### config.mk
export PLATFORM = sky130hd
export DESIGN_NAME = ff_stim_sequencer
export DESIGN_NICKNAME = d
export VERILOG_FILES = /design/src/rtl/ff_stim_sequencer.sv
export SDC_FILE = /design/constraint.sdc
export NUM_CORES = 1
export LEC_CHECK = 0
export ABC_AREA = 1
export CAP_MARGIN = 20
export CORE_AREA = 10 10 84 86
export CTS_CLUSTER_DIAMETER = 40
export DETAILED_ROUTE_END_ITERATION = 8
export DIE_AREA = 0 0 94 96
export SYNTH_ARGS = -nofsm -noshare
export SYNTH_HDL_FRONTEND = slang
export SYNTH_SLANG_ARGS = --single-unit
### constraint.sdc
create_clock -name clk -period 1.6 [get_ports clk]
set_clock_uncertainty 0.05 [all_clocks]
set_input_delay 0.32 -clock clk [delete_from_list [all_inputs] [get_ports clk]]
set_output_delay 0.32 -clock clk [all_outputs]
set_load 0.1 [all_outputs]
### src/rtl/ff_stim_sequencer.sv
// Stimulus sequencer for the lab flip-flop block: walks the 8-row SR table, toggles D,
// and publishes expected Q per row. Define FF_STIM_CHECK_EN to add the built-in Q grader.
module ff_stim_sequencer #(
    parameter int unsigned HOLD      = 1,
    parameter int unsigned D_TOGGLES = 3,
    parameter int unsigned D_PAUSE   = 2
) (
    input  logic       clk,
    input  logic       rst,
    input  logic       start,
`ifdef FF_STIM_CHECK_EN
    input  logic       q_in,
    output logic       err,
    output logic [7:0] err_cnt,
`endif
    output logic       r,
    output logic       s,
    output logic       d,
    output logic [2:0] row,
    output logic       exp_q,
    output logic       exp_valid,
    output logic       busy,
    output logic       done
);

    localparam int unsigned CNT_W = 8;
    localparam int unsigned ROW_W = 3;
    localparam int unsigned PH_N  = D_TOGGLES + D_PAUSE;
    localparam int unsigned PH_W  = (PH_N > 1) ? $clog2(PH_N) : 1;

    typedef enum logic [1:0] {IDLE, RUN, DRAIN} state_t;

    state_t             state, state_d;
    logic [CNT_W-1:0]   hold_cnt, hold_cnt_d;
    logic [PH_W-1:0]    phase, phase_d;
    logic               drain_cnt, drain_cnt_d;
    logic [ROW_W-1:0]   row_d;
    logic               r_d, s_d, d_d, exp_q_d, exp_valid_d, busy_d, done_d;
    logic [3:0]         entry;

    // Row table as {r, s, exp_q, exp_valid}; rows 6/7 drive R=S=1 and are not gradable.
    function automatic logic [3:0] row_entry(input logic [ROW_W-1:0] idx);
        case (idx)
            3'd0:    return 4'b1001;
            3'd1:    return 4'b0001;
            3'd2:    return 4'b0111;
            3'd3:    return 4'b0011;
            3'd4:    return 4'b0111;
            3'd5:    return 4'b1001;
            default: return 4'b1100;
        endcase
    endfunction

    always_ff @(posedge clk) begin
        if (rst) begin
            state     <= IDLE;
            hold_cnt  <= '0;
            phase     <= '0;
            drain_cnt <= 1'b0;
            r         <= 1'b1;
            s         <= 1'b0;
            d         <= 1'b0;
            row       <= '0;
            exp_q     <= 1'b0;
            exp_valid <= 1'b1;
            busy      <= 1'b0;
            done      <= 1'b0;
        end else begin
            state     <= state_d;
            hold_cnt  <= hold_cnt_d;
            phase     <= phase_d;
            drain_cnt <= drain_cnt_d;
            r         <= r_d;
            s         <= s_d;
            d         <= d_d;
            row       <= row_d;
            exp_q     <= exp_q_d;
            exp_valid <= exp_valid_d;
            busy      <= busy_d;
            done      <= done_d;
        end
    end

    always_comb begin
        state_d     = state;
        hold_cnt_d  = hold_cnt;
        phase_d     = phase;
        drain_cnt_d = drain_cnt;
        row_d       = row;
        d_d         = d;
        done_d      = 1'b0;
        r_d         = 1'b1;
        s_d         = 1'b0;
        exp_q_d     = 1'b0;
        exp_valid_d = 1'b1;
        busy_d      = 1'b0;
        entry       = 4'b0000;

        case (state)
            IDLE: begin
                if (start) begin
                    state_d    = RUN;
                    hold_cnt_d = '0;
                    row_d      = '0;
                end
            end
            RUN: begin
                if (hold_cnt == CNT_W'(HOLD - 1)) begin
                    hold_cnt_d = '0;
                    if (row == ROW_W'(7)) begin
                        state_d     = DRAIN;
                        drain_cnt_d = 1'b0;
                    end else begin
                        row_d = row + 3'd1;
                    end
                end else begin
                    hold_cnt_d = hold_cnt + 8'd1;
                end
            end
            DRAIN: begin
                if (drain_cnt) begin
                    state_d     = IDLE;
                    drain_cnt_d = 1'b0;
                    row_d       = '0;
                end else begin
                    drain_cnt_d = 1'b1;
                    done_d      = 1'b1;
                end
            end
            default: state_d = IDLE;
        endcase

        // D bursts: toggle while phase is inside the toggle window, then pause.
        if (state != IDLE) begin
            if (32'(phase) < D_TOGGLES) begin
                d_d = ~d;
            end
            if (32'(phase) + 32'd1 >= PH_N) begin
                phase_d = '0;
            end else begin
                phase_d = phase + PH_W'(1);
            end
        end
        if (state_d == IDLE) begin
            d_d     = 1'b0;
            phase_d = '0;
        end

        entry = row_entry(row_d);
        case (state_d)
            RUN: begin
                {r_d, s_d, exp_q_d, exp_valid_d} = entry;
                busy_d = 1'b1;
            end
            DRAIN: begin
                exp_valid_d = 1'b0;
                busy_d      = 1'b1;
            end
            default: ;
        endcase
    end

`ifdef FF_STIM_CHECK_EN
    logic       row_end_c;
    logic       grade_en, grade_exp_q, grade_exp_v;
    logic       err_d;
    logic [7:0] err_cnt_d;

    // Row r's last cycle is flagged, captured at t_r+HOLD, and graded against Q at t_r+HOLD+1.
    assign row_end_c = (state == RUN) && (hold_cnt == CNT_W'(HOLD - 1));

    always_comb begin
        err_d     = grade_en && grade_exp_v && (q_in != grade_exp_q);
        err_cnt_d = err_cnt;
        if ((state == IDLE) && start) begin
            err_cnt_d = '0;
        end else if (err_d && (err_cnt != 8'hFF)) begin
            err_cnt_d = err_cnt + 8'd1;
        end
    end

    always_ff @(posedge clk) begin
        if (rst) begin
            grade_en    <= 1'b0;
            grade_exp_q <= 1'b0;
            grade_exp_v <= 1'b0;
            err         <= 1'b0;
            err_cnt     <= '0;
        end else begin
            grade_en    <= row_end_c;
            grade_exp_q <= exp_q;
            grade_exp_v <= exp_valid;
            err         <= err_d;
            err_cnt     <= err_cnt_d;
        end
    end
`endif

endmodule

=== Word-level counts from Yosys, hierarchy flattened ===
Cells that the tools add are included.
W data, S select, Z words.

* Flip-flop bits (word level): 24
* Bits of input ports: 3
* Output and inout port bits: 10
* Logic and storage cells: 71

* Add/subtract/negate cells: 4
* Order comparisons: 2
* Equal/unequal tests: 13
* Mux-type cells: 21
* Bitwise gates (word level): 3
* Reduce and logical (&&, ||, !) cells: 16

{| class="wikitable"
|+ Operators by type and width
! kind !! number
|-
| $mux W8 || 2
|-
| $pmux W4 S4 || 1
|-
| $pmux W8 S2 || 1
|-
| $mux W3 || 5
|-
| $reduce_or A2 Y1 || 6
|-
| $eq A3 B3 Y1 const B || 3
|-
| $pmux W3 S3 || 1
|-
| $add A8 B1 Y8 const B || 1
|-
| $logic_not A8 Y1 || 1
|-
| $mux W2 || 4
|-
| $add A3 B1 Y3 const B || 2
|-
| $eq A3 B2 Y1 const B || 2
|-
| $ne A2 B2 Y1 const B || 3
|-
| $pmux W2 S3 || 1
|-
| $reduce_bool A2 Y1 || 3
|-
| $add A3 B1 Y4 const B || 1
|-
| $eq A2 B1 Y1 const B || 2
|-
| $eq A2 B2 Y1 const B || 2
|-
| $ge A4 B3 Y1 const B || 1
|-
| $logic_not A2 Y1 || 2
|-
| $mux W1 || 4
|-
| $pmux W1 S2 || 2
|-
| $reduce_and A2 Y1 || 2
|-
| $eq A3 B1 Y1 const B || 1
|-
| 4 further kinds || 6
|}

=== Logic depth before layout (Yosys ltp) ===
* Depth in word-level cells: 8
* Depth in mapped cells: 13

=== Worst setup path after synthesis ===
Ideal clock, no wire load.

* Kind: register to register
* From: register row[1]
* To: register phase[0]
* Library setup time: 0.086 ns
* Arrival time: 2.241 ns
* Data required time: 1.464 ns
* Path slack: -0.777 ns
* Cell stages (with the launch flop): 11
* Buffers on the path: 0
* Period minus slack after synthesis: 2.377 ns
* Path through: dfxtp_1 -> ha_1 -> nand2_1 -> inv_1 -> nand3_1 -> nand2_1 -> inv_1 -> ha_1 -> nor2_1 -> inv_1 -> a211oi_1

* Cells in the longest elaborated chain, start to end: 6

{| class="wikitable"
|+ RTL lines
! what !! line !! RTL
|-
| start, declared || 19 || <nowiki>output logic [2:0] row,</nowiki>
|-
| start signal, assigned || 76 || <nowiki>row <= row_d;</nowiki>
|-
| $eq A3 B3 Y1 || 110 || <nowiki>if (row == ROW_W'(7)) begin</nowiki>
|-
| $mux W2 || 110 ||
|-
| $mux W2 || 108 || <nowiki>if (hold_cnt == CNT_W'(HOLD - 1)) begin</nowiki>
|-
| $pmux W2 S3 || 99 || <nowiki>case (state)</nowiki>
|-
| net state_d[1] || 33 || <nowiki>state_t state, state_d;</nowiki>
|-
| $logic_not A2 Y1 || 144 || <nowiki>if (state_d == IDLE) begin</nowiki>
|-
| $reduce_or A2 Y1 (no line) || n/a ||
|-
| end signal, assigned || 71 || <nowiki>phase <= phase_d;</nowiki>
|-
| end, declared || 35 || <nowiki>logic [PH_W-1:0] phase, phase_d;</nowiki>
|}

The timed path passes the listed nets, and every way through them passes these cells.
A chain may end at the register's enable or synchronous reset.

=== Worst setup path after layout ===
* From: register hold_cnt[1]
* To: register phase[0]

* Cells in the longest elaborated chain, start to end: 5

{| class="wikitable"
|+ RTL lines
! what !! line !! RTL
|-
| start, declared || 34 || <nowiki>logic [CNT_W-1:0] hold_cnt, hold_cnt_d;</nowiki>
|-
| start signal, assigned || 70 || <nowiki>hold_cnt <= hold_cnt_d;</nowiki>
|-
| $logic_not A8 Y1 || 108 ||
|-
| $mux W2 || 108 ||
|-
| $pmux W2 S3 || 99 ||
|-
| net state_d[1] || 33 ||
|-
| $logic_not A2 Y1 || 144 ||
|-
| $reduce_or A2 Y1 (no line) || n/a ||
|}

The timed path passes the listed nets, and every way through them passes these cells.

==> results.md <==
- First-pass GRT wire length: around 4.8 mm
- Metal2 WL: ~1.3 mm
- Yosys reg bits: 24
- Worst skew pair latency: approximately 0.27 ns
- Setup ws final: -0.0123 ns
- Yosys cell types: 30
- Sequential cell area: just under 500 sq um
- Worst-path clk slew: 0.09 ns
- Unrepaired setup endpoints after global routing: true
- Cell breakdown of the critical path: inv_2 -> ha_4 -> nand3_4 -> nor2_4 -> nand3_2 -> nand2_2 -> inv_4 -> ha_4 -> nor2_4 -> inv_1 -> a211oi_2
- Routed Antenna Nets: 0
- CTS root buffer: clkbuf_8
- Req. time, crit path: approximately 1.7 ns
- Initial antenna violation count: 0
- RD Place Congestion: ~0.78
- Pin count of the biggest net entering global routing: 14
- Slew @ Worst Pin: 0.246 ns
- Run status: finished with violations
- Ys flop type: dfxtp_1
- Crit-path max cell delay: 0.33 ns
- Via count: between 1k and 1.5k
- Routed wire length: ~2.8 mm
- Critical path buffers and inverters: 3
- CTS tree: yes
- Top Metal Used: met4
- Tmin final: roughly 1.6 ns
- Leak: roughly 0.86 nW
- Die Width: 94 microns
- Hold Slack: around 0.45 ns
- Crit Path Max Fanout: 4
- Die footprint: ~9000 sq um
- Final Power: 1.35 mW
- Sequential share of power: between 40 and 50%
- Syn Area/Cell: 7.67 sq um
- I/O Buffers: 12
- Slowest CP cell: dfxtp_2
- Iter 0 DRT Violations: 23
- HP Class: reg -> reg
- Comb pwr share: approximately 23%
- Area Growth Syn to Fin: 54.2%
- Slew margin rel.: 83.6%
- Post-CTS Hold Fix Bufs: 0
- # H-tree levels: 1
- Post-Synthesis Cells: ~170
- Clock Power Share: 30.6%
- Syn Nets: ~180
- Dpl ws: -0.267 ns
- Met3 WL post-DR: 96 microns
- DPL Wire Length: approximately 2.1 mm
- CP arrival: about 1.8 ns
- Num CTS Buffers: 3
- Crit Path Category: reg -> reg
- Mean number of vias per cell: between 4 and 5
- Crit share post-route: 101%
- Max-cap violations: 0
- Die H: 96 microns
- Area of the multi-input gates: 817 sq um
- DR pass1 iterations: 4
- Post-DR wirelength/cell: 10.0 microns
- Synth warnings: 0
- VDD IR max: 0.000245 V
- Synth Cell Area: around 1300 sq um
- Grt ovf: 0
- Util after Layout: 36.3%
- Violated checks: negative setup slack
- Number of core rows: 27
- Final setup vio count: 1
- Diode count: 0
- Clk buf depth: 2
- Sw frac: between 20% and 30%
- Power Density: roughly 690 nW/um^2
- CP delay by family, top: simple AND/OR/NAND/NOR gates
- Sw Pwr: 396 uW
- Pins Over Slew Limit: 0
- Final Hold Viols: 0
- Register area share after synthesis: a little under two fifths
- Async S/R FF share, synth: 0%
- CTS Sinks: 24
- Critical path capture point type: flop
- Fmax: around 620 MHz
- Vias in the first global route: ~1.1k
- Share of layout cells above drive strength 1: 45.6%
- I/O pin count: 13
- Worst Setup Start Kind: flop
- Core footprint: ~5400 sq um
- Initial Util: about a quarter
- Gr usage total: 6.62%
- Final net count: between 200 and 250
- Drt drc: 0
- DRT met1 WL: 1.26 mm
- Cell Int Power: ~950 uW
- Fillers: ~560
- Number of flops mapped to enable cells by yosys: 0
-- tightest hold or removal path: stages, from the launching register on --
cell     delay [ns]
dfxtp_1        0.32
nand3_1        0.08
a21oi_1        0.05
-- cell families (layout without fill, tap and decap cells) --
group	after synthesis	after routing	synth area share [%]
adders and majority gates	8	8	7.87
and+or+nand+nor	80	80	32.8
AOI/OAI and AO/OA	25	25	11.9
DFF	24	24	37.8
buffers and inverters	28	66	8.95
xor gates and xnor gates	1	1	0.688
-- synth_stat cells (2+ instances only) --
cell type,instances,area share [%]
o21ai_2,2,1.4
ha_1,8,7.9
nor2_1,18,5.3
inv_1,21,6.2
nor3_4,2,2.6
inv_2,4,1.2
nor3b_1,3,1.8
nand2_2,7,3.4
nand2_1,26,7.7
nand4_1,2,0.98
a31oi_1,2,0.98
nand3_1,14,5.5
a21oi_1,11,4.3
dfxtp_1,24,38
nand3_2,3,2.4
o21ai_0,5,2.0
-- cells in the final DEF (no fill, tap or decap), drive strengths merged --
cell,instances
a211oi,1
a21boi,1
a21oi,11
a22oi,1
a31oi,2
buf,34
clkbuf,4
clkdlybuf4s50,2
clkinv,1
dfxtp,24
ha,8
inv,25
nand2,33
nand3,17
nand4,2
nor2,20
nor3,3
nor3b,4
o21ai,7
o21bai,2
or2,1
xor2,1
-- sequential cells by signal, summed over array words and instances (netlist names) --
name and count:
hold_cnt 8, exp_valid 1, r 1, drain_cnt 1, state 2, row 3, exp_q 1, busy 1
phase 3, s 1, done 1, d 1
-- timing repair --
| action | in CTS | in global routing |
|---|---|---|
| buffers inserted | 3 | 0 |
| resized for setup | 7 | 15 |
| endpoints found under the setup margin | 8 | 13 |
| pin swaps | 6 | 5 |
-- routing by layer --
layer | GRT usage [%] | vias up
li1 | - | 615
met1 | 7.58 | 515
met2 | 10.8 | 10
met3 | 1.48 | 5
met4 | 4.56 | 0
met5 | 0 | -
-- per-stage QoR --
| step | std cells | TNS, ns | area [sq um] |
|---|---|---|---|
| floorplan | 166 | -0.0326 | 1340 |
| global placement | 271 | -2.13 | 1810 |
| detailed placement | 271 | -2.19 | 1810 |
| CTS | 278 | -0.00966 | 1930 |
| global route | 276 | -0.624 | 1960 |
| finish | 276 | -0.0123 | 1960 |
-- layout make-up --
class                           instances  share of cell area [%]
Multi-Input combinational cell        114                    41.6
Sequential cell                        24                    25.3
Tap cell                               72                    4.59
Timing Repair Buffer                   36                    20.4
Inverter                               26                    5.29
Clock buffer                            4                    2.81
-- worst paths after layout --
path                                          startpoint                      to  slack, ns  cells past startpoint
worst max-delay path            hold_cnt[1]$_SDFFE_PP0P_   phase[0]$_SDFFE_PP0N_      -0.01                     11
worst min-delay path              drain_cnt$_SDFFE_PP0P_  drain_cnt$_SDFFE_PP0P_       0.45                      2
worst max register to register  hold_cnt[1]$_SDFFE_PP0P_   phase[0]$_SDFFE_PP0N_      -0.01                     11
worst min register to register    drain_cnt$_SDFFE_PP0P_  drain_cnt$_SDFFE_PP0P_       0.45                      2
-- power groups by stage --
stage | Clock, mW | Sequential [mW] | Combinational [mW]
after floorplan | 0 | 0.721 | 0.106
after global placement | 0 | 0.647 | 0.285
after detailed placement | 0 | 0.647 | 0.285
after CTS | 0.434 | 0.634 | 0.300
after global routing | 0.454 | 0.637 | 0.327
final | 0.413 | 0.634 | 0.304
(Power assumes the default switching activity.)
==> patch 1, RTL diff (same flow settings) <==
The 3 states of `state_t` get a one-hot encoding in 3 bits.
--- a/src/rtl/ff_stim_sequencer.sv
+++ b/src/rtl/ff_stim_sequencer.sv
@@ -28,7 +28,7 @@
     localparam int unsigned PH_N  = D_TOGGLES + D_PAUSE;
     localparam int unsigned PH_W  = (PH_N > 1) ? $clog2(PH_N) : 1;
 
-    typedef enum logic [1:0] {IDLE, RUN, DRAIN} state_t;
+    typedef enum logic [2:0] {IDLE = 3'b001, RUN = 3'b010, DRAIN = 3'b100} state_t;
 
     state_t             state, state_d;
     logic [CNT_W-1:0]   hold_cnt, hold_cnt_d;
Formal check against the unedited RTL: same outputs for any inputs over 10 cycles, from zero or initial values and one cycle with rst high; not proved beyond that.
==> patch 1 against the original RTL <==
Setup slack improved by 0.13 ns. Power decreased by 9.5%. Design area decreased by 5.5%. Critical path depth decreased by 1. Wire length increased by 3.4%. Synthesized cell count increased by 7.8%. Clock power decreased by 3%. Sequential cell count increased by 1. Global-route usage decreased by 0.15 points. Non-clock buffer count decreased by 7. Count of clock-buffer cells in the layout decreased by 1. Area after synthesis decreased by 0.49%. Highest routed layer unchanged.
==> patch 1: results (changes against the original RTL) <==
** STA
- The number of failing setup endpoints in the final timing report was 0 (was 1).
- Worst Hold Margin :: 0.419 ns (was 0.447 ns)
- Final worst path period need :: 1.48 ns (was 1.61 ns)
- The slew at the pin with the worst max-slew slack was 0.199 ns (was 0.246 ns).

** Synth
- The sequential-to-total area share from yosys stat was 39.5% (was 37.8%).
- The total nets after synthesis was 187 (was 177).
- The commonest register cell after synthesis was sky130_fd_sc_hd__dfxtp_1 (unchanged).
- Avg Inst Size Synth :: 7.07 um^2 (was 7.67 um^2)
- Main area contributors after synthesis :: sky130_fd_sc_hd__dfxtp_1 (40%), sky130_fd_sc_hd__nand2_1 (15%), sky130_fd_sc_hd__inv_1 (5.9%) (was sky130_fd_sc_hd__dfxtp_1 (38%), sky130_fd_sc_hd__ha_1 (7.9%), sky130_fd_sc_hd__nand2_1 (7.7%))
- Top cells by count, synth: sky130_fd_sc_hd__nand2_1 (50), sky130_fd_sc_hd__dfxtp_1 (25), sky130_fd_sc_hd__inv_1 (20) (was sky130_fd_sc_hd__nand2_1 (26), sky130_fd_sc_hd__dfxtp_1 (24), sky130_fd_sc_hd__inv_1 (21)).
- The count of cell types in the netlist came to 24 (was 30).

** Drt
- The met1 wire length was 1310 um (was 1260 um).
- Amount of wire on met2 after detailed routing :: 1340 um (about the same)
- DR WL/cell :: 10.1 um (was 10.0 um)
- Routed vias/inst :: 4.13 (was 4.15)
- First DRT Iteration DRCs :: 39 (was 23)
- Length of routed met3 wiring :: 135 um (was 96 um)

** Global route
- The overall routing resource usage is 6.47% (was 6.62%).
- Wire length of the first global-routing pass :: 4700 um (was 4800 um)
- Number of global-route vias before repair :: 1068 (was 1133)
- Maximum number of pins on one net before global-route repair :: 16 (was 14)

** Finish
- Fraction of final layout cells with drive strength greater than 1 :: 34.6% (was 45.6%)
- The flip-flop count of the largest register after layout came to 8 (unchanged).
- The final core utilization is 34.3% (was 36.3%).
- The final standard cell count with taps included and fillers excluded is 283 (was 276).
- # nets final :: 220 (was 216)

** Worst setup path
- The minimum setup slack among reg-to-reg paths was 0.12 ns (was -0.01 ns).
- Launch point of the worst reg-to-reg path :: state[2] (was hold_cnt[1])
- The arrival time of the worst setup path is 1.65 ns (was 1.76 ns).
- The maximum net fanout on the critical path came to 5 (was 4).
- Critical Path Max Stage Delay :: 0.38 ns (was 0.33 ns)
- Worst R2R End :: s (was phase[0])
- The number of cells on the worst reg-to-reg path came to 10 (was 11).

** Clock network
- Cts bufs inserted :: 3 (unchanged)
- Worst skew pair latency :: between 0.2 and 0.3 ns

** Status
- Result of the run :: completed (was complete, but fails checks)

** Power
- Internal Pwr Total :: 0.873 mW (was 0.954 mW)
- Lkg Pwr :: 0.778 nW (was 0.864 nW)
- The maximum vdd ir drop is 0.000342 V (was 0.000245 V).

** Placement
- The cell area after placement came to 1680 um^2 (was 1810 um^2).
- Detailed placement HPWL :: 2150 um (was 2100 um)
- The routability congestion estimate came to 0.785 (about the same).
- The pre-CTS setup slack was -0.132 ns (was -0.267 ns).
- The cell count after placement came to 273 (was 271).
-- patch 1: final cells by class --
type / count / area [um^2]
sequential: 25 / 520
clock buffer: 3 / 41.3
fill: 571 / 3550
clock inverter: 1 / 7.51
inverter: 26 / 100
tap: 72 / 90.1
timing repair buffer: 29 / 352
multi-input combinational: 127 / 743
-- patch 1: kinds of logic (layout without fill, tap and decap cells) --
family                     count (synthesis)  count (layout)  synth area share (%)
xor gates and xnor gates                   5               5                  3.46
adders and majority gates                  5               5                  4.94
AOI/OAI and AO/OA                         26              26                  11.7
buffers and inverters                     27              59                  8.00
and+or+nand+nor                           91              91                  32.4
DFF                                       25              25                  39.5
-- patch 1: how the worst max path moves through the flow --
stage	from	end	depth (start not counted)
CTS	hold_cnt[0]	exp_q	10
floorplan	row[1]	r	8
global route	state[2]	exp_valid	9
global placement	start	exp_valid	9
detailed placement	start	exp_valid	9
finish	state[2]	s	10
-- patch 1: critical path: cells and delay by family, from the launching register on --
kind            cells  cell delay, ns
simple gates        7            0.75
flops               1            0.38
buf+inv             2            0.12
compound gates      1            0.11
-- patch 1: power groups by stage --
| stage | Clock, mW | Sequential (mW) | Combinational [mW] |
|---|---|---|---|
| finish | 0.402 | 0.641 | 0.178 |
| global route | 0.437 | 0.644 | 0.194 |
| CTS | 0.405 | 0.643 | 0.173 |
| detailed placement | 0 | 0.657 | 0.173 |
| global placement | 0 | 0.657 | 0.171 |
| floorplan | 0 | 0.696 | 0.0656 |
-- patch 1: per-layer routing --
metal,global-route usage (%),vias up
met1,7.47,517
met5,0,-
met4,4.56,0
met3,1.48,5
li1,-,625
met2,10.4,21
-- patch 1: repair_timing --
| action | in CTS | in global routing |
|---|---|---|
| endpoints found under the setup margin | 0 | 12 |
| buffers inserted | 0 | 6 |
| gates resized for setup | 0 | 27 |
==> patch 2, RTL diff (same flow settings) <==
Made on the original files. Change the parameter `D_PAUSE` from 2 to 4.
--- a/src/rtl/ff_stim_sequencer.sv
+++ b/src/rtl/ff_stim_sequencer.sv
@@ -3,7 +3,7 @@
 module ff_stim_sequencer #(
     parameter int unsigned HOLD      = 1,
     parameter int unsigned D_TOGGLES = 3,
-    parameter int unsigned D_PAUSE   = 2
+    parameter int unsigned D_PAUSE   = 4
 ) (
     input  logic       clk,
     input  logic       rst,
Function: changed (Yosys sat finds a counterexample within 10 cycles, from zero or initial values and one cycle with rst high).
==> patch 2 against the original RTL <==
The run still ends with setup timing left. Power up 4.4%. Synthesized cell count fell by 3.0%. Setup slack got worse by 0.014 ns. Wire length up 3.0%. First-iteration DRC count grew 39%. Final cell count decreased by 0.72%. Sequential cell count did not move. Sequential power about the same. Sequential share of layout area grew 0.46 points. Area after synthesis down 5.1%. Critical path depth increased by 1. Design area is 1.5% lower. Critical path type unchanged. Highest routed layer unchanged.
==> patch 2: results (changes against the original RTL) <==
** Synth
- Compound-cell area share of the yosys netlist :: 11.9% (about the same)
- The sequential-to-total area share from yosys stat is 39.8% (was 37.8%).
- Main area contributors after synthesis: sky130_fd_sc_hd__dfxtp_1 (40%), sky130_fd_sc_hd__nand2_1 (9.0%), sky130_fd_sc_hd__nor2_1 (7.8%) (was sky130_fd_sc_hd__dfxtp_1 (38%), sky130_fd_sc_hd__ha_1 (7.9%), sky130_fd_sc_hd__nand2_1 (7.7%)).
- Top cells by count, synth :: sky130_fd_sc_hd__nand2_1 (29), sky130_fd_sc_hd__nor2_1 (25), sky130_fd_sc_hd__dfxtp_1 (24) (was sky130_fd_sc_hd__nand2_1 (26), sky130_fd_sc_hd__dfxtp_1 (24), sky130_fd_sc_hd__inv_1 (21))
- The parity-gate share of the synthesized area counting xor and xnor cells is 0.725% (was 0.688%).
- Number of nets produced by synthesis :: 171 (was 177)
- The area share of fa/ha/maj cells after synthesis was 7.25% (was 7.87%).

** Worst setup path
- The number of cells on the worst reg-to-reg path is 12 (was 11).
- Worst R2R End :: exp_valid (was phase[0])
- The maximum net fanout on the critical path came to 3 (was 4).
- Signal arrival time at the worst endpoint :: 1.74 ns (was 1.76 ns)
- The reg-to-reg startpoint was hold_cnt[0] (was hold_cnt[1]).

** Global route
- The met2 demand-to-capacity share in global routing was 12.4% (was 10.8%).
- The met3 track utilization from global routing came to 2.88% (was 1.48%).
- Wire length of the first global-routing pass :: 5160 um (was 4800 um)
- The met1 track demand over resource is 7.40% (was 7.58%).
- The number of global-route vias before repair is 1225 (was 1133).

** Status
- Result of the run: complete, but fails checks (unchanged).
- Failing checks: setup timing (unchanged).

** STA
- The worst hold slack after final layout came to 0.442 ns (was 0.447 ns).
- Worst Setup Slack, final :: -0.0268 ns (was -0.0123 ns)
- The number of failing setup endpoints in the final timing report is 3 (was 1).
- Relative slew slack :: 84.9% (was 83.6%)

** Drt
- The met2 wire length was 1460 um (was 1340 um).
- DR WL/cell :: 10.4 um (was 10.0 um)
- The detailed route wirelength on metal3 came to 140 um (was 96 um).
- Wl on met1 :: 1230 um (was 1260 um)

** Power
- Lkg Pwr :: 0.834 nW (was 0.864 nW)
- The total net switching power is 0.407 mW (was 0.396 mW).
- The maximum vdd ir drop is 0.000580 V (was 0.000245 V).
- The clock network fraction of design power was 34.1% (was 30.6%).

** Clock network
- The post-CTS setup repair buffer count was 2 (was 3).
- Total of cells resized after clock tree synthesis :: 19 (was 7)

** Placement
- Detailed placement HPWL :: 2050 um (was 2100 um)

** Finish
- # nets final :: 213 (was 216)
- Fraction of final layout cells with drive strength greater than 1 :: 45.0% (was 45.6%)
- Number of standard cells in the final layout excluding fillers :: 274 (was 276)
[patch 2: cell types whose count changed in the layout (fill, tap and decap cells not counted), sizes merged]
cell    change
nor2        +7
nand3       -6
inv         -3
buf         +2
a21oi       +1
a22oi       -1
clkinv      -1
ha          -1
nand2       +1
nand4       +1
o21ai       -1
or2         -1
[patch 2: metrics by stage]
stage	util, %	power [mW]	TNS [ns]	setup WS [ns]	cell area (um^2)
floorplan	-	0.810	-0.0407	-0.0257	1250
global placement	31.9	0.918	-2.02	-0.246	1720
detailed placement	31.9	0.920	-2.12	-0.318	1720
CTS	34.9	1.42	-0.0400	-0.0283	1890
global route	35.7	1.48	-1.08	-0.142	1930
finish	35.7	1.41	-0.0575	-0.0268	1930
[patch 2: cell type report]
type	instances	area, um^2
Tap cell	72	90.1
Multi-Input combinational cell	114	777
Clock buffer	4	66.3
Inverter	22	82.6
Sequential cell	24	497
Fill cell	551	3470
Timing Repair Buffer	38	419
